--- src/rtl/can_pkg.sv ---
// Shared types and constants for the CAN receive path.
package can_pkg;

  typedef enum logic [3:0] {
    RX_INTEGRATE, RX_IDLE, RX_ID_A, RX_SRR, RX_IDE, RX_ID_B, RX_RTR, RX_RES,
    RX_DLC, RX_DATA, RX_CRC, RX_CRC_DELIM, RX_ACK_SLOT, RX_ACK_DELIM, RX_EOF,
    RX_ERROR
  } rx_state_e;

  localparam logic [14:0] CRC_POLY  = 15'h4599;
  localparam int unsigned ADDR_W    = 6;
  localparam int unsigned SIGN_W    = 2;
  localparam int unsigned ATTR_W    = 2;
  localparam int unsigned EXP_W     = 4;
  localparam int unsigned CDS_W     = 8;
  localparam int unsigned DLC_W     = 4;
  localparam int unsigned DATA_W    = 64;
  localparam int unsigned EOF_LEN   = 7;
  localparam int unsigned INTEG_CNT = 11;

  function automatic logic [14:0] crc15_step(input logic [14:0] crc, input logic b);
    logic [14:0] sh;
    sh = {crc[13:0], 1'b0};
    return (b ^ crc[14]) ? (sh ^ CRC_POLY) : sh;
  endfunction

endpackage

--- src/rtl/can_bit_timing.sv ---
// Bus input synchronizer, recessive-to-dominant edge resync and bit phase ticks.
module can_bit_timing
  import can_pkg::*;
#(
  parameter int unsigned CLKS_PER_BIT = 50,
  parameter int unsigned SAMPLE_PT    = 35
) (
  input  logic clk_i,
  input  logic rst_i,
  input  logic rx_i,
  output logic rx_s_o,
  output logic sample_o,
  output logic bit_start_o
);

  localparam int unsigned PW = $clog2(CLKS_PER_BIT);

  logic          sync1_q, sync2_q, prev_q;
  logic [PW-1:0] phase_q, phase_d;
  logic          fall_edge;

  assign fall_edge = prev_q & ~sync2_q;

  always_comb begin
    phase_d = phase_q + PW'(1);
    if (fall_edge || (phase_q == PW'(CLKS_PER_BIT - 1))) phase_d = '0;
  end

  always_ff @(posedge clk_i or negedge rst_i) begin
    if (!rst_i) begin
      sync1_q <= 1'b1;
      sync2_q <= 1'b1;
      prev_q  <= 1'b1;
      phase_q <= '0;
    end else begin
      sync1_q <= rx_i;
      sync2_q <= sync1_q;
      prev_q  <= sync2_q;
      phase_q <= phase_d;
    end
  end

  // An edge in the same cycle as a tick suppresses the tick.
  assign rx_s_o      = sync2_q;
  assign sample_o    = !fall_edge && (phase_q == PW'(SAMPLE_PT));
  assign bit_start_o = !fall_edge && (phase_q == '0);

endmodule

--- src/rtl/can_rx.sv ---
// Extended-frame CAN receiver: de-stuffing, CRC-15 check, ACK drive and LLC field decode.
module can_rx
  import can_pkg::*;
#(
  parameter int unsigned CLKS_PER_BIT = 50,
  parameter int unsigned SAMPLE_PT    = 35
) (
  input  logic              clk_i,
  input  logic              rst_i,
  input  logic              rx_i,
  output logic              ack_o,
  output logic              rx_busy,
  output logic              rx_valid_o,
  output logic              msg_type_o,
  output logic [ADDR_W-1:0] address_sender_o,
  output logic [ADDR_W-1:0] address_recipient_o,
  output logic [SIGN_W-1:0] sign_o,
  output logic [ATTR_W-1:0] attribute_o,
  output logic [EXP_W-1:0]  expand_count_o,
  output logic [CDS_W-1:0]  cmd_data_sign_o,
  output logic              rtr_o,
  output logic [DLC_W-1:0]  data_l_o,
  output logic [DATA_W-1:0] data_b_o,
  output logic              err_stuff_o,
  output logic              err_crc_o,
  output logic              err_form_o
);

  logic rx_s, sample, bit_start;

  can_bit_timing #(.CLKS_PER_BIT(CLKS_PER_BIT), .SAMPLE_PT(SAMPLE_PT)) u_bt (
    .clk_i(clk_i), .rst_i(rst_i), .rx_i(rx_i),
    .rx_s_o(rx_s), .sample_o(sample), .bit_start_o(bit_start)
  );

  rx_state_e          state_q;
  logic [5:0]         bit_cnt_q;
  logic [2:0]         run_q;
  logic               last_q;
  logic [28:0]        id_q;
  logic               rtr_q;
  logic [DLC_W-1:0]   dlc_q, dlc_d;
  logic [5:0]         data_last_q, data_last_d;
  logic [DATA_W-1:0]  data_q;
  logic [14:0]        crc_q, crc_d, crc_rx_q;
  logic               ack_arm_q;
  logic               crc_feed, stuffed, destuff;

  assign crc_feed = state_q inside {RX_ID_A, RX_SRR, RX_IDE, RX_ID_B, RX_RTR, RX_RES,
                                    RX_DLC, RX_DATA};
  assign stuffed  = crc_feed || (state_q == RX_CRC);
  // A stuff bit may still follow the last CRC bit, so CRC_DELIM checks the run too.
  assign destuff  = (run_q == 3'd5) && (stuffed || (state_q == RX_CRC_DELIM));
  assign crc_d    = crc15_step(crc_q, rx_s);
  assign dlc_d    = {dlc_q[2:0], rx_s};
  assign data_last_d = {(dlc_d[3] ? 3'd7 : dlc_d[2:0] - 3'd1), 3'b111};

  always_ff @(posedge clk_i or negedge rst_i) begin
    if (!rst_i) begin
      state_q <= RX_INTEGRATE;  bit_cnt_q <= '0;  run_q <= '0;  last_q <= 1'b1;
      id_q <= '0;  rtr_q <= 1'b0;  dlc_q <= '0;  data_last_q <= '0;  data_q <= '0;
      crc_q <= '0;  crc_rx_q <= '0;  ack_arm_q <= 1'b0;
      ack_o <= 1'b1;  rx_busy <= 1'b0;  rx_valid_o <= 1'b0;
      msg_type_o <= 1'b0;  address_sender_o <= '0;  address_recipient_o <= '0;
      sign_o <= '0;  attribute_o <= '0;  expand_count_o <= '0;  cmd_data_sign_o <= '0;
      rtr_o <= 1'b0;  data_l_o <= '0;  data_b_o <= '0;
      err_stuff_o <= 1'b0;  err_crc_o <= 1'b0;  err_form_o <= 1'b0;
    end else begin
      rx_valid_o  <= 1'b0;
      err_stuff_o <= 1'b0;
      err_crc_o   <= 1'b0;
      err_form_o  <= 1'b0;
      if (bit_start) begin
        ack_o     <= ~ack_arm_q;
        ack_arm_q <= 1'b0;
      end
      if (sample) begin
        if (destuff) begin
          if (rx_s == last_q) begin
            err_stuff_o <= 1'b1;  state_q <= RX_ERROR;  bit_cnt_q <= '0;
          end else begin
            run_q  <= 3'd1;
            last_q <= rx_s;
          end
        end else begin
          if (stuffed) begin
            run_q  <= (rx_s == last_q) ? run_q + 3'd1 : 3'd1;
            last_q <= rx_s;
          end
          if (crc_feed) crc_q <= crc_d;
          case (state_q)
            RX_INTEGRATE, RX_ERROR: begin
              if (!rx_s) bit_cnt_q <= '0;
              else if (bit_cnt_q == 6'(INTEG_CNT - 1)) begin
                state_q <= RX_IDLE;  bit_cnt_q <= '0;  rx_busy <= 1'b0;
              end else bit_cnt_q <= bit_cnt_q + 6'd1;
            end
            RX_IDLE: if (!rx_s) begin
              state_q <= RX_ID_A;  bit_cnt_q <= '0;  rx_busy <= 1'b1;
              run_q <= 3'd1;  last_q <= 1'b0;  crc_q <= '0;  data_q <= '0;
            end
            RX_ID_A: begin
              id_q <= {id_q[27:0], rx_s};
              if (bit_cnt_q == 6'd10) begin state_q <= RX_SRR;  bit_cnt_q <= '0; end
              else bit_cnt_q <= bit_cnt_q + 6'd1;
            end
            RX_SRR, RX_IDE: begin
              if (!rx_s) begin err_form_o <= 1'b1;  state_q <= RX_ERROR; end
              else state_q <= (state_q == RX_SRR) ? RX_IDE : RX_ID_B;
            end
            RX_ID_B: begin
              id_q <= {id_q[27:0], rx_s};
              if (bit_cnt_q == 6'd17) begin state_q <= RX_RTR;  bit_cnt_q <= '0; end
              else bit_cnt_q <= bit_cnt_q + 6'd1;
            end
            RX_RTR: begin rtr_q <= rx_s;  state_q <= RX_RES; end
            RX_RES: begin
              if (bit_cnt_q == 6'd1) begin state_q <= RX_DLC;  bit_cnt_q <= '0; end
              else bit_cnt_q <= bit_cnt_q + 6'd1;
            end
            RX_DLC: begin
              dlc_q <= dlc_d;
              if (bit_cnt_q == 6'd3) begin
                data_last_q <= data_last_d;
                state_q     <= (rtr_q || dlc_d == '0) ? RX_CRC : RX_DATA;
                bit_cnt_q   <= '0;
              end else bit_cnt_q <= bit_cnt_q + 6'd1;
            end
            RX_DATA: begin
              data_q[~bit_cnt_q] <= rx_s;
              if (bit_cnt_q == data_last_q) begin state_q <= RX_CRC;  bit_cnt_q <= '0; end
              else bit_cnt_q <= bit_cnt_q + 6'd1;
            end
            RX_CRC: begin
              crc_rx_q <= {crc_rx_q[13:0], rx_s};
              if (bit_cnt_q == 6'd14) begin state_q <= RX_CRC_DELIM;  bit_cnt_q <= '0; end
              else bit_cnt_q <= bit_cnt_q + 6'd1;
            end
            RX_CRC_DELIM: begin
              if (crc_rx_q != crc_q) begin err_crc_o <= 1'b1;  state_q <= RX_ERROR; end
              else if (!rx_s) begin err_form_o <= 1'b1;  state_q <= RX_ERROR; end
              else begin ack_arm_q <= 1'b1;  state_q <= RX_ACK_SLOT; end
            end
            RX_ACK_SLOT: state_q <= RX_ACK_DELIM;
            RX_ACK_DELIM: begin
              if (!rx_s) begin err_form_o <= 1'b1;  state_q <= RX_ERROR; end
              else begin state_q <= RX_EOF;  bit_cnt_q <= '0; end
            end
            RX_EOF: begin
              if (!rx_s) begin
                err_form_o <= 1'b1;  state_q <= RX_ERROR;  bit_cnt_q <= '0;
              end else if (bit_cnt_q == 6'(EOF_LEN - 1)) begin
                msg_type_o          <= id_q[28];
                address_sender_o    <= id_q[27:22];
                address_recipient_o <= id_q[21:16];
                sign_o              <= id_q[15:14];
                attribute_o         <= id_q[13:12];
                expand_count_o      <= id_q[11:8];
                cmd_data_sign_o     <= id_q[7:0];
                rtr_o               <= rtr_q;
                data_l_o            <= dlc_q;
                data_b_o            <= data_q;
                rx_valid_o          <= 1'b1;
                rx_busy             <= 1'b0;
                state_q             <= RX_IDLE;
                bit_cnt_q           <= '0;
              end else bit_cnt_q <= bit_cnt_q + 6'd1;
            end
            default: state_q <= RX_ERROR;
          endcase
        end
      end
    end
  end

endmodule

--- config.mk ---
export PLATFORM = sky130hd
export DESIGN_NAME = can_rx
export DESIGN_NICKNAME = d
export VERILOG_FILES = /design/src/rtl/can_pkg.sv /design/src/rtl/can_bit_timing.sv /design/src/rtl/can_rx.sv
export SDC_FILE = /design/constraint.sdc
export NUM_CORES = 1
export LEC_CHECK = 0
export ABC_AREA = 1
export CORE_AREA = 3 3 204 206
export CTS_CLUSTER_DIAMETER = 50
export DETAILED_ROUTE_END_ITERATION = 10
export DIE_AREA = 0 0 207 209
export GPL_ROUTABILITY_DRIVEN = 0
export MAX_ROUTING_LAYER = met4
export PLACE_DENSITY = 0.52
export SLEW_MARGIN = 20
export SYNTH_ARGS = -nofsm -noshare
export SYNTH_HDL_FRONTEND = slang
export SYNTH_SLANG_ARGS = --single-unit
--- constraint.sdc ---
create_clock -name clk_i -period 2 [get_ports clk_i]
set_input_delay 0.3 -clock clk_i [delete_from_list [all_inputs] [get_ports clk_i]]
set_output_delay 0.3 -clock clk_i [all_outputs]
set_load 0.1 [all_outputs]
==> results of run 1 <==
==> power by group through the flow <==
stage / clock network (mW) / registers, mW / logic [mW]
finish: 6.57 / 5.35 / 0.450
global route: 6.99 / 5.36 / 0.507
CTS: 6.77 / 5.35 / 0.462
detailed placement: 0 / 5.45 / 0.458
global placement: 0 / 5.44 / 0.455
floorplan: 0 / 5.51 / 0.138
==> cell type report <==
type                    count  area share
flip-flops and latches    260       0.428
multi-input cells        1089       0.308
clock buffers              43      0.0621
inverters                 126      0.0321
clock inverters            17      0.0179
well taps                 525      0.0431
repair buffers            175       0.108
==> layer usage <==
layer,global-route usage,share of wire,vias up
li1,-,-,5104
met1,0.196,0.48,4885
met2,0.236,0.47,166
met3,0.0279,0.041,46
met4,0.0360,0.016,0
met5,-,0,-
==> worst max-delay path: cells and delay by family, from the launching register on <==
| kind | cells | cell delay (ns) |
|---|---|---|
| simple gates | 8 | 1.14 |
| flops | 1 | 0.38 |
| buf+inv | 2 | 0.36 |
==> registers in the layout (all words and copies together), names as in the netlist, 3 cells and up <==
register and count:
crc_rx_q 15, data_l_o 4, crc_q 15, data_last_q 4, data_b_o 64, dlc_q 4, state_q 4, address_recipient_o 6
u_bt.phase_q 6, bit_cnt_q 6, data_q 64, run_q 3, address_sender_o 6, expand_count_o 4, id_q 29, cmd_data_sign_o 8
==> cell usage after synthesis, drive strengths merged, types with 2 or more instances <==
master and number:
ha 9, clkbuf 27, dfstp 5, nor3 8, nand4 5, nor2 197, inv 125, nand2 609
o31ai 2, buf 35, a21oi 24, nand3 55, xor2 5, dfrtp 255, o21ai 165, xnor2 3
==> per-stage QoR <==
stage	power, mW	instance area, um^2	hold slack [ns]	util	cells
2_1_floorplan	5.65	12000	0.00441	-	1537
3_3_place_gp	5.90	13700	0.260	0.343	2163
3_5_place_dp	5.90	13700	0.260	0.343	2163
4_1_cts	12.6	14900	0.218	0.374	2224
5_1_grt	12.8	15200	0.248	0.382	2235
6_report	12.4	15200	0.241	0.382	2235
==> how the worst min path moves through the flow <==
stage,cells past startpoint,end,slack (ns),start
detailed placement,1,data_b_o[25],0.26,rst_i
CTS,1,u_bt.sync1_q,0.22,rx_i
floorplan,0,ack_arm_q,0.004,rst_i
finish,1,u_bt.sync1_q,0.24,rx_i
global route,1,u_bt.sync1_q,0.25,rx_i
global placement,1,data_b_o[34],0.26,rst_i
==> repair_timing <==
action                                 CTS  global route
pin swaps                                0             6
gates cloned                             0             7
endpoints found under the hold margin   37             0
setup buffers                            0             4
gates resized for setup                  2            42
hold buffers                             1             0
setup endpoints to repair               16           192
==> kinds of logic after synthesis <==
kind of cell    after synthesis  synth area share
buf+inv                     188            0.0690
fa+ha+maj                     9           0.00941
xor+xnor                      8           0.00586
simple gates                876             0.288
flops                       260             0.544
compound gates              196            0.0832
==> cells in the final DEF (no fill, tap or decap), drive strengths merged <==
cell type / n
clkbuf: 48
a21oi: 24
xnor2: 3
a211oi: 1
nand2: 609
clkinv: 7
o31ai: 2
o21a: 1
ha: 9
dfstp: 5
nor3: 8
nand4: 5
nand3: 55
o21ai: 165
or2: 1
bufinv: 7
dfrtp: 255
clkdlybuf4s50: 1
nor3b: 1
inv: 126
o22ai: 1
dlygate4sd3: 1
nor2: 197
clkinvlp: 3
o211ai: 1
buf: 168
xor2: 5
a31oi: 1
==> summary.md, run 1 <==
| Metric | Value |
|---|---|
| CTS H-tree depth | `2` |
| CTS tree | `yes` |
| Vias in the first global route | `9887` |
| Total Neg Setup Slack | `0 ns` |
| Register area share after synthesis | `0.544` |
| Synth unique cells | `35` |
| Endpoints failing hold | `0` |
| Post-Syn Instances | `1537` |
| Required time of the worst setup path | `2.45 ns` |
| First-pass GRT wire length | `52.3 mm` |
| HPWL after DPL | `20.4 mm` |
| Top cells by area, synth | `dfrtp_1, nand2_1, nor2_1` |
| Total track usage | `0.148` |
| Critical path startpoint category | `register` |
| Rows | `73` |
| Post-synth top flop | `dfrtp_1` |
| Seq pwr share | `0.433` |
| Die width | `207 um` |
| Clk sink count | `260` |
| Synth warn | `0` |
| Die height | `209 um` |
| Register area | `6520 um^2` |
| Top cell type by total area after synthesis | `dfrtp_1` |
| Layout cell share with drive strength beyond 1 | `0.162` |
| Gate power share | `0.036` |
| Detailed-route via count | `10.2k` |
| Worst VDD drop | `0.000406 V` |
| CP max FO | `16` |
| Slowest-stage cell, CP | `dfrtp_1` |
| Fillers | `4114` |
| Via/cell ratio | `4.56` |
| Core Box Area | `39800 um^2` |
| Syn avg cell area | `7.78 um^2` |
| Slew Viols, Final | `0` |
| RR Startpoint | `u_bt.phase_q[3]` |
| CP startpoint | `u_bt.phase_q[3]` |
| Switch share | `0.215` |
| Drt initial violations | `517` |
| Status | `complete, no violations` |
| Pin count of the biggest net entering global routing | `65` |
| Initial antenna violation count | `0` |
| Area occupied by multi-input gates | `4690 um^2` |
| Wire per inst | `14.5 um` |
| Remaining antenna violation count | `0` |
| IO buf count | `106` |
| Internal | `9.72 mW` |
| Worst setup path end | `data_q[51]` |
| R2r setup slk | `0.06 ns` |
| Fin crit period | `1.94 ns` |
| F_max | `515 MHz` |
| Critical path class | `reg2reg` |
| Slowest stage delay, CP | `0.38 ns` |
| Final #Nets | `1698` |
| Leakage Power | `8.10 nW` |
| Layout area overhead | `27.2%` |
| I/O pins | `107` |
| Synth top area share | `0.533` |
| Starting Density | `0.300` |
| Max_cap viols | `0` |
| Setup Skew | `0.0144 ns` |
| Clk slew on worst S/H paths | `0.06 ns` |
| Nature of the critical path endpoint | `register` |
| WL final | `32.4 mm` |
| Slew at the pin closest to its max-slew limit | `0.553 ns` |
| Seq cells post-synth | `260` |
| Setup violators final | `0` |
| Worst R2R Path Depth | `10` |
| TritonCTS buffer count | `34` |
| Drt drc | `0` |
| Hold crit path type | `in2reg` |
| Crit path arrival time | `2.39 ns` |
| Final WS setup | `0.0591 ns` |
| Crit path cell chain | `or2_4 > nor3_4 > nand2_2 > nor2_2 > nand2_2 > nor3_4 > buf_12 > clkbuf_16 > nand2_1 > nand2_1` |
| Inserted Diodes | `0` |
| Synthesized area | `12000 um^2` |
| RSZ-0062 raised after global routing | `yes` |
| Synth async-reset ratio | `1.00` |
| DRT Pass-1 Iters | `5` |
| P_sw | `2.65 mW` |
| Clk root buf | `clkbuf_16` |
| Slew margin rel. | `0.630` |
| Post-synth EDFFs | `0` |
| Worst skew pair latency | `0.51 ns` |
| Pre-CTS WS | `-0.00741 ns` |
| Clock Path Buffers | `3` |
| Total gr overflow | `0` |
| Clock share of power | `0.531` |
| Tcrit/Tclk final | `0.970` |
| Post-synthesis net count | `1549` |
| Die Footprint | `43300 um^2` |
| Pwr dens | `813 nW/um^2` |
| FF-to-FF End | `data_q[51]` |
Power figures use the tool's default switching activity.
==> inputs of run 2 (changes only) <==
SLEW_MARGIN = unset   (was 20)
==> results of run 2 <==
Final layout, timing and power as in run 1 (identical DEF).
==> inputs of run 3 (changes only) <==
CORE_AREA = 3 3 156 158   (was 3 3 204 206)
DIE_AREA = 0 0 159 161   (was 0 0 207 209)
PLACE_DENSITY = 0.79   (was 0.52)
==> run 3 against run 2 <==
The run now ends with setup timing left. Die area fell by 41%. Sequential cell count did not move. Highest routed layer unchanged. First-iteration DRC count rose by 87%. Largest cell class unchanged. Non-clock buffer count rose by 5. Via count rose by 3.2%. Count of clock-buffer cells in the layout fell by 3. Cell count fell by 9.5%. Clock power fell by 23%. Core utilization rose by 26 points. Critical endpoint is now data_q[43]. Largest power group is now registers.
==> summary.md, run 3 (synthesis gave the netlist of run 1 again) <==
| Metric | Value |
|---|---|
| Register area | `6520 um^2 (about the same)` |
| Crit path arrival time | `2.44 ns (was 2.39 ns)` |
| Required time of the worst setup path | `2.41 ns (was 2.45 ns)` |
| Layout area overhead | `24.0% (was 27.2%)` |
| Pwr dens | `736 nW/um^2 (was 813 nW/um^2)` |
| Final WS setup | `-0.0326 ns (was 0.0591 ns)` |
| Clk sink count | `260 (unchanged)` |
| Commonest non-fill, non-tap cell in the layout | `nand2_1 (unchanged)` |
| F_max | `492 MHz (was 515 MHz)` |
| Endpoints failing hold | `0 (unchanged)` |
| Worst VDD drop | `0.000566 V (was 0.000406 V)` |
| Seq pwr share | `0.490 (was 0.433)` |
| Nature of the critical path endpoint | `register (unchanged)` |
| I/O pins | `107 (unchanged)` |
| RSZ-0062 raised after global routing | `yes (unchanged)` |
| Clock share of power | `0.466 (was 0.531)` |
| FF-to-FF End | `data_q[43] (was data_q[51])` |
| CP max FO | `46 (was 16)` |
| Final #Nets | `1697 (was 1698)` |
| Via/cell ratio | `5.20 (was 4.56)` |
| DRT Pass-1 Iters | `6 (was 5)` |
| Setup violators final | `1 (was 0)` |
| Pre-CTS WS | `-0.0987 ns (was -0.00741 ns)` |
| Most used cell, CP | `nand2_2` |
| Drt drc | `0 (unchanged)` |
| Final hold slack | `0.178 ns (was 0.241 ns)` |
| Remaining antenna violation count | `0 (unchanged)` |
| Vias in the first global route | `9881 (was 9887)` |
| Slew Viols, Final | `0 (unchanged)` |
| Wire per inst | `14.9 um (was 14.5 um)` |
| RR Startpoint | `u_bt.phase_q[2] (was u_bt.phase_q[3])` |
| Tcrit/Tclk final | `1.02 (was 0.970)` |
| Clk slew on worst S/H paths | `0.06 ns (about the same)` |
| Internal | `8.50 mW (was 9.72 mW)` |
| First-pass GRT wire length | `46.7 mm (was 52.3 mm)` |
| Area occupied by multi-input gates | `4790 um^2 (was 4690 um^2)` |
| Slew at the pin closest to its max-slew limit | `0.621 ns (was 0.553 ns)` |
| Top Registers | `data_b_o x64, data_q x64, id_q x29 (unchanged)` |
| Slowest-stage cell, CP | `dfrtp_1 (unchanged)` |
| Initial antenna violation count | `0 (unchanged)` |
| Pin count of the biggest net entering global routing | `66 (was 65)` |
| Total track usage | `0.220 (was 0.148)` |
| Fin crit period | `2.03 ns (was 1.94 ns)` |
| P_sw | `2.41 mW (was 2.65 mW)` |
| Detailed-route via count | `10.5k (was 10.2k)` |
| Inserted Diodes | `0 (unchanged)` |
| Leakage Power | `8.04 nW (was 8.10 nW)` |
| HPWL after DPL | `18.6 mm (was 20.4 mm)` |
| Starting Density | `0.514 (was 0.300)` |
| Die Footprint | `25600 um^2 (was 43300 um^2)` |
| Status | `finished, violations left (was complete, no violations)` |
| Worst R2R Path Depth | `9 (was 10)` |
| Max_cap viols | `0 (unchanged)` |
| Crit path cell chain | `or2_4 > nor3_4 > nand2_2 > nor2_2 > nand2_2 > buf_4 > buf_12 > o21ai_0 > nand2_1 (was or2_4 > nor3_4 > nand2_2 > nor2_2 > nand2_2 > nor3_4 > buf_12 > clkbuf_16 > nand2_1 > nand2_1)` |
| Slew margin rel. | `0.585 (was 0.630)` |
| Critical path startpoint category | `register (unchanged)` |
| Die height | `161 um (was 209 um)` |
| Most frequent cells in the layout | `nand2_1, dfrtp_1, nor2_1, buf_4, o21ai_0 (unchanged)` |
| Clock Path Buffers | `3 (unchanged)` |
| Hold Path Stages | `1 (unchanged)` |
| Total gr overflow | `0 (unchanged)` |
| Switch share | `0.221 (was 0.215)` |
| Critical path class | `reg2reg (unchanged)` |
| CTS H-tree depth | `1 (was 2)` |
| Hold Path End | `u_bt.sync1_q (unchanged)` |
| Total Neg Setup Slack | `-0.0326 ns (was 0 ns)` |
| Rows | `56 (was 73)` |
| R2r setup slk | `-0.03 ns (was 0.06 ns)` |
| WL final | `30.1 mm (was 32.4 mm)` |
| TritonCTS buffer count | `28 (was 34)` |
| Worst Hold Launch | `rx_i (unchanged)` |
| Die width | `159 um (was 207 um)` |
| Fillers | `1933 (was 4114)` |
| Clk root buf | `clkbuf_16 (unchanged)` |
| Setup Skew | `0.0111 ns (was 0.0144 ns)` |
| IO buf count | `106 (unchanged)` |
| Drt initial violations | `966 (was 517)` |
| Worst skew pair latency | `0.54 ns (was 0.51 ns)` |
| Gate power share | `0.044 (was 0.036)` |
| Layout cell share with drive strength beyond 1 | `0.176 (was 0.162)` |
| CTS tree | `yes (unchanged)` |
| Hold crit path type | `in2reg (unchanged)` |
| Core Box Area | `23300 um^2 (was 39800 um^2)` |
| Failing checks | `setup timing` |
| Slowest stage delay, CP | `0.38 ns (about the same)` |
-- run 3: worst max-delay path by stage --
stage / startpoint / end / slack (ns) / cells past startpoint
after floorplan: u_bt.rx_s_o / data_q[0] / 0.11 / 11
after global placement: state_q[1] / data_q[51] / -0.02 / 8
after detailed placement: state_q[0] / data_q[51] / -0.1 / 9
after CTS: state_q[1] / data_q[31] / -0.009 / 8
after global routing: u_bt.rx_s_o / data_q[47] / -0.13 / 12
final: u_bt.phase_q[2] / data_q[43] / -0.03 / 9
-- run 3: cell type report --
type	instances	share of cell area
sequential	260	0.439
multi-input combinational	1089	0.323
inverter	126	0.0330
clock inverter	8	0.00759
clock buffer	40	0.0536
timing repair buffer	180	0.117
tap	319	0.0269
-- run 3: stage by stage --
stage / power, mW / utilization / cells / cell area [um^2]
4_1_cts: 10.9 / 0.615 / 2001 / 14300
3_3_place_gp: 5.87 / 0.576 / 1952 / 13400
3_5_place_dp: 5.88 / 0.576 / 1952 / 13400
5_1_grt: 11.3 / 0.638 / 2022 / 14800
6_report: 10.9 / 0.638 / 2022 / 14800
2_1_floorplan: 5.65 / - / 1537 / 12000
-- run 3: repair_timing --
| item | CTS | global route |
|---|---|---|
| resized for setup | 2 | 78 |
| buffers inserted | 0 | 10 |
| endpoints found under the hold margin | 52 | 0 |
| hold buffers | 1 | 0 |
| setup endpoints to repair | 64 | 223 |
| gates cloned | 0 | 11 |
| pin swaps | 0 | 7 |
-- run 3: critical path, delay by kind of cell, from the launching register on --
kind	cells	cell delay, ns
buffers and inverters	2	0.31
AO/OA/AOI/OAI	1	0.30
AND/OR/NAND/NOR	6	0.90
flip-flops	1	0.38
-- run 3: power groups by stage --
stage | Combinational (mW) | Clock (mW) | Sequential, mW
6_report | 0.482 | 5.08 | 5.35
4_1_cts | 0.440 | 5.14 | 5.35
3_5_place_dp | 0.437 | 0 | 5.44
3_3_place_gp | 0.428 | 0 | 5.45
5_1_grt | 0.541 | 5.37 | 5.35
2_1_floorplan | 0.138 | 0 | 5.51
-- run 3: layer usage --
metal / wire [um] / global-route usage / vias to the layer above / share of wire
met5: 0 / - / - / 0
met2: 14400 / 0.357 / 360 / 0.48
met4: 737 / 0.0601 / 0 / 0.024
li1: - / - / 5081 / -
met3: 1860 / 0.0290 / 75 / 0.062
met1: 13100 / 0.297 / 5008 / 0.43
==> patch 1 (settings of run 2) <==
Set the package constant `DATA_W` to 96 (it was 64).
--- a/src/rtl/can_pkg.sv
+++ b/src/rtl/can_pkg.sv
@@ -15,5 +15,5 @@
   localparam int unsigned CDS_W     = 8;
   localparam int unsigned DLC_W     = 4;
-  localparam int unsigned DATA_W    = 64;
+  localparam int unsigned DATA_W    = 96;
   localparam int unsigned EOF_LEN   = 7;
   localparam int unsigned INTEG_CNT = 11;
Ports: changed (resized data_b_o); port bits go from 107 to 139. No check against the original RTL was run, so the function may have changed too.
==> patch 1 against run 2 <==
  * Worst setup slack gained 0.044 ns
  * Final cell count grew 1.1%
  * Clock power shrank 12%
  * Global-route usage shrank 0.12 points
  * Cell area grew 0.82%
  * Die area is the same
  * Sequential cell count is the same
  * Wire length shrank 0.27%
  * Total power shrank 4.7%
  * Synthesized area grew 1.5%
  * Sequential share of layout area shrank 0.37 points
  * Fmax grew 2.3%
  * Critical endpoint is now data_q[24]
==> patch 1: results (changes against run 2) <==
outcome:
  status: "finished clean"
global_route:
  use_met1_pct: 19.75  # +0.15 points
  grt_util_met3_pct: 2.462  # -0.33 points
  grt_pass1_vias: 10050  # +1.6%
  grt_pass1_wl_um: 51920  # -0.70%
  grt_util_met2_pct: 23.10  # -0.53 points
  grt_usage_pct: 14.69  # -0.12 points
final_layout:
  nFlopsAndLatches: 260  # unchanged
  clock_area_share_pct: 6.970  # -1.0 points
  fillers: 4151  # +0.90%
  final_util_pct: 38.54  # +0.31 points
  final_nets: 1723  # +1.5%
  layout.nonclk_buf_share_pct: 11.84  # +1.0 points
  multi_input_gates: 1099  # +0.92%
clocking:
  clock_latency_ns: 0.53  # +0.02 ns
place:
  dpl_cell_area_um2: 13900  # +1.7%
  dp_hpwl_um: 20790  # +1.8%
power:
  leakage_nw: 7.795  # -3.8%
  vdd_drop_max_mv: 0.4114  # +1.3%
critical_path:
  worstPathArrival_ns: 2.34  # -0.05 ns
  critPathMaxStageDelay_ns: 0.46  # +0.08 ns
  slowest_stage: "dfrtp_2"
synthesis:
  synth_compound_area_share_pct: 8.356  # +0.032 points
  yosysSeqAreaShare_pct: 53.63  # -0.80 points
  synthXorXnorAreaFrac_pct: 0.7933  # +0.21 points
  synth_cell_types: 36  # +2.9%
  synth_area_leaders: "dfrtp_1 53%, nand2_1 17%, o21ai_0 7.2%, nor2_1 4.9%, nand3_1 4.1%"
detailed_routing:
  first_pass_iters: 4  # -1
  wl_met3_um: 1478  # +10%
  dr_wl_met2_um: 14850  # -1.5%
  met1Wirelength_um: 15390  # -0.50%
  wl_um: 32310  # -0.27%
==> patch 1: cell types whose count changed in the layout (fill, tap and decap cells not counted), sizes merged, moves of 2 or more <==
| cell | change |
|---|---|
| nand3b | +2 |
| conb | +32 |
| a21oi | -15 |
| o21ai | +12 |
| bufinv | -7 |
| buf | +18 |
| nand2 | -47 |
| a31oi | +2 |
| nor3 | +4 |
| nand3 | +45 |
| clkbuf | +3 |
| xnor2 | +2 |
| nor2 | -32 |
==> patch 1: through the flow <==
step / cells / power (mW) / setup slack [ns]
after floorplan: 1579 / 5.939 / 0.02421
after global placement: 2184 / 6.118 / 0.06906
after detailed placement: 2184 / 6.123 / 0.04553
after CTS: 2245 / 12.02 / 0.02046
after global routing: 2260 / 12.29 / -0.007278
final: 2260 / 11.79 / 0.1035
==> patch 1: what timing repair did <==
| item | in CTS | in global routing |
|---|---|---|
| hold buffers | 1 | 0 |
| gates resized for setup | 0 | 40 |
| endpoints found under the hold margin | 45 | 0 |
| setup buffers | 0 | 6 |
| endpoints found under the setup margin | 0 | 196 |
==> patch 1: final timing paths <==
| path | endpoint | slack [ns] | cells past startpoint | from |
|---|---|---|---|---|
| min reg2reg | u_bt.rx_s_o | 0.38 | 0 | u_bt.sync1_q |
| max in group asynchronous | data_q[9] | 1.01 | 3 | rst_i |
| min | u_bt.sync1_q | 0.19 | 1 | rx_i |
| max | data_q[24] | 0.10 | 13 | state_q[1] |
| max reg2reg | data_q[24] | 0.10 | 13 | state_q[1] |
| min in group asynchronous | data_q[60] | 0.30 | 2 | rst_i |
==> patch 1: power by group <==
part           total [mW]  switching, mW  internal, mW
logic               0.674          0.550         0.124
clock network        5.76           2.37          3.39
registers            5.36         0.0404          5.32
total                11.8           2.96          8.83
==> patch 2 (flow settings as in run 2) <==
Made on the original files. Make the reset (`rst_i`) synchronous in 2 clocked blocks.
--- a/src/rtl/can_bit_timing.sv
+++ b/src/rtl/can_bit_timing.sv
@@ -27,5 +27,5 @@
   end
 
-  always_ff @(posedge clk_i or negedge rst_i) begin
+  always_ff @(posedge clk_i) begin
     if (!rst_i) begin
       sync1_q <= 1'b1;
--- a/src/rtl/can_rx.sv
+++ b/src/rtl/can_rx.sv
@@ -56,5 +56,5 @@
   assign data_last_d = {(dlc_d[3] ? 3'd7 : dlc_d[2:0] - 3'd1), 3'b111};
 
-  always_ff @(posedge clk_i or negedge rst_i) begin
+  always_ff @(posedge clk_i) begin
     if (!rst_i) begin
       state_q <= RX_INTEGRATE;  bit_cnt_q <= '0;  run_q <= '0;  last_q <= 1'b1;
Behaviour: same outputs for any inputs over 4 cycles, from zero or initial values and one cycle with rst_i low; that may be too few to reach the edited logic, so the function may still have changed.
==> patch 2 against run 2 <==
  * Wire length barely moved
  * Cell area fell by 1.9%
  * Synthesized area fell by 2.4%
  * Sequential cell count did not move
  * Via count rose by 7.8%
  * Sequential power fell by 3%
  * Total power fell by 3.0%
  * Hold slack got worse by 0.090 ns
  * Core utilization fell by 0.71 points
  * Worst setup slack improved by 0.030 ns
  * Clock skew rose by 0.0056 ns
  * Count of clock-buffer cells in the layout rose by 2
  * Critical path type unchanged
  * Critical endpoint is now data_q[45]
  * Highest routed layer unchanged
==> patch 2: results (changes against run 2) <==
detailed_routing:
  wl_um: 32420  # about the same
  drtIter0Drc: 778  # +50%
  dr_wl_met2_um: 14990  # -0.52%
  routedWlPerCell_um: 13.80  # -4.8%
  wl_met3_um: 1450  # +8.0%
critical_path:
  r2r_start: "u_bt.phase_q[0]"
  r2r_cells: 11  # +1
  worstPathArrival_ns: 2.31  # -0.08 ns
  worst-r2r-setup-slack_ns: 0.09  # +0.03 ns
  slowest_stage: "dfxtp_1"
  crit_fanout: 30  # +14
place:
  dp.cells: 2274  # +5.1%
  dpl_cell_area_um2: 13440  # -1.7%
  dp_hpwl_um: 20830  # +2.0%
  dp_slack_ns: -0.04145  # -0.03405 ns
synthesis:
  ys.flop_type: "dfxtp_1"
  synth_compound_area_share_pct: 17.67  # +9.3 points
  synthXorXnorAreaFrac_pct: 2.101  # +1.5 points
  synthArstFlopShare_pct: 0  # -100 points
  yosysSeqAreaShare_pct: 44.59  # -9.8 points
  synth_common_cells: "376 x nand2_1, 260 x dfxtp_1, 225 x a21oi_1"
  synth_area_leaders: "dfxtp_1 45%, nand2_1 12%, a21oi_1 9.6%, o21ai_0 6.5%, inv_1 5.6%"
  synth_cells: 1659  # +7.9%
  syn_nets: 1671  # +7.9%
sta:
  fin_crit_ns: 1.911  # -0.03000 ns
  worst_slew_pin_slew_ns: 0.8195  # +0.2668 ns
  finClkSkew_ns: 0.01994  # +0.005554 ns
global_route:
  grt_max_degree: 118  # +82%
  grt_pass1_wl_um: 51810  # -0.90%
  grt_usage_pct: 14.45  # -0.35 points
outcome:
  status: "finished clean"
power:
  leakage_nw: 5.638  # -30%
  vdd_drop_max_mv: 0.4622  # +14%
final_layout:
  final_nets: 1812  # +6.7%
  fillers: 4242  # +3.1%
clocking:
  numCtsBuffers: 37  # +8.8%
worst_hold_path:
  hold_depth: 3  # +2
[patch 2: power breakdown]
| part | leakage (nW) | internal [mW] | switching (mW) |
|---|---|---|---|
| sequential | 2.10 | 5.19 | 0.00544 |
| combinational | 2.94 | 0.0735 | 0.192 |
| clock | 0.597 | 4.11 | 2.44 |
[patch 2: final cells by class]
type / instances / area, um^2 / area share (%)
clock buffers: 45 / 1006 / 6.734
clock inverters: 18 / 224.0 / 1.499
inverters: 181 / 685.7 / 4.590
multi-input cells: 1116 / 5376 / 35.99
flip-flops and latches: 260 / 5213 / 34.89
well taps: 525 / 656.9 / 4.397
repair buffers: 203 / 1770 / 11.85
repair inverters: 1 / 7.507 / 0.05025
[patch 2: timing repair]
action	CTS	global route
setup endpoints to repair	44	210
resized for setup	4	44
pin swaps	1	3
hold endpoints to repair	0	0
gates cloned	1	7
buffers inserted	2	2
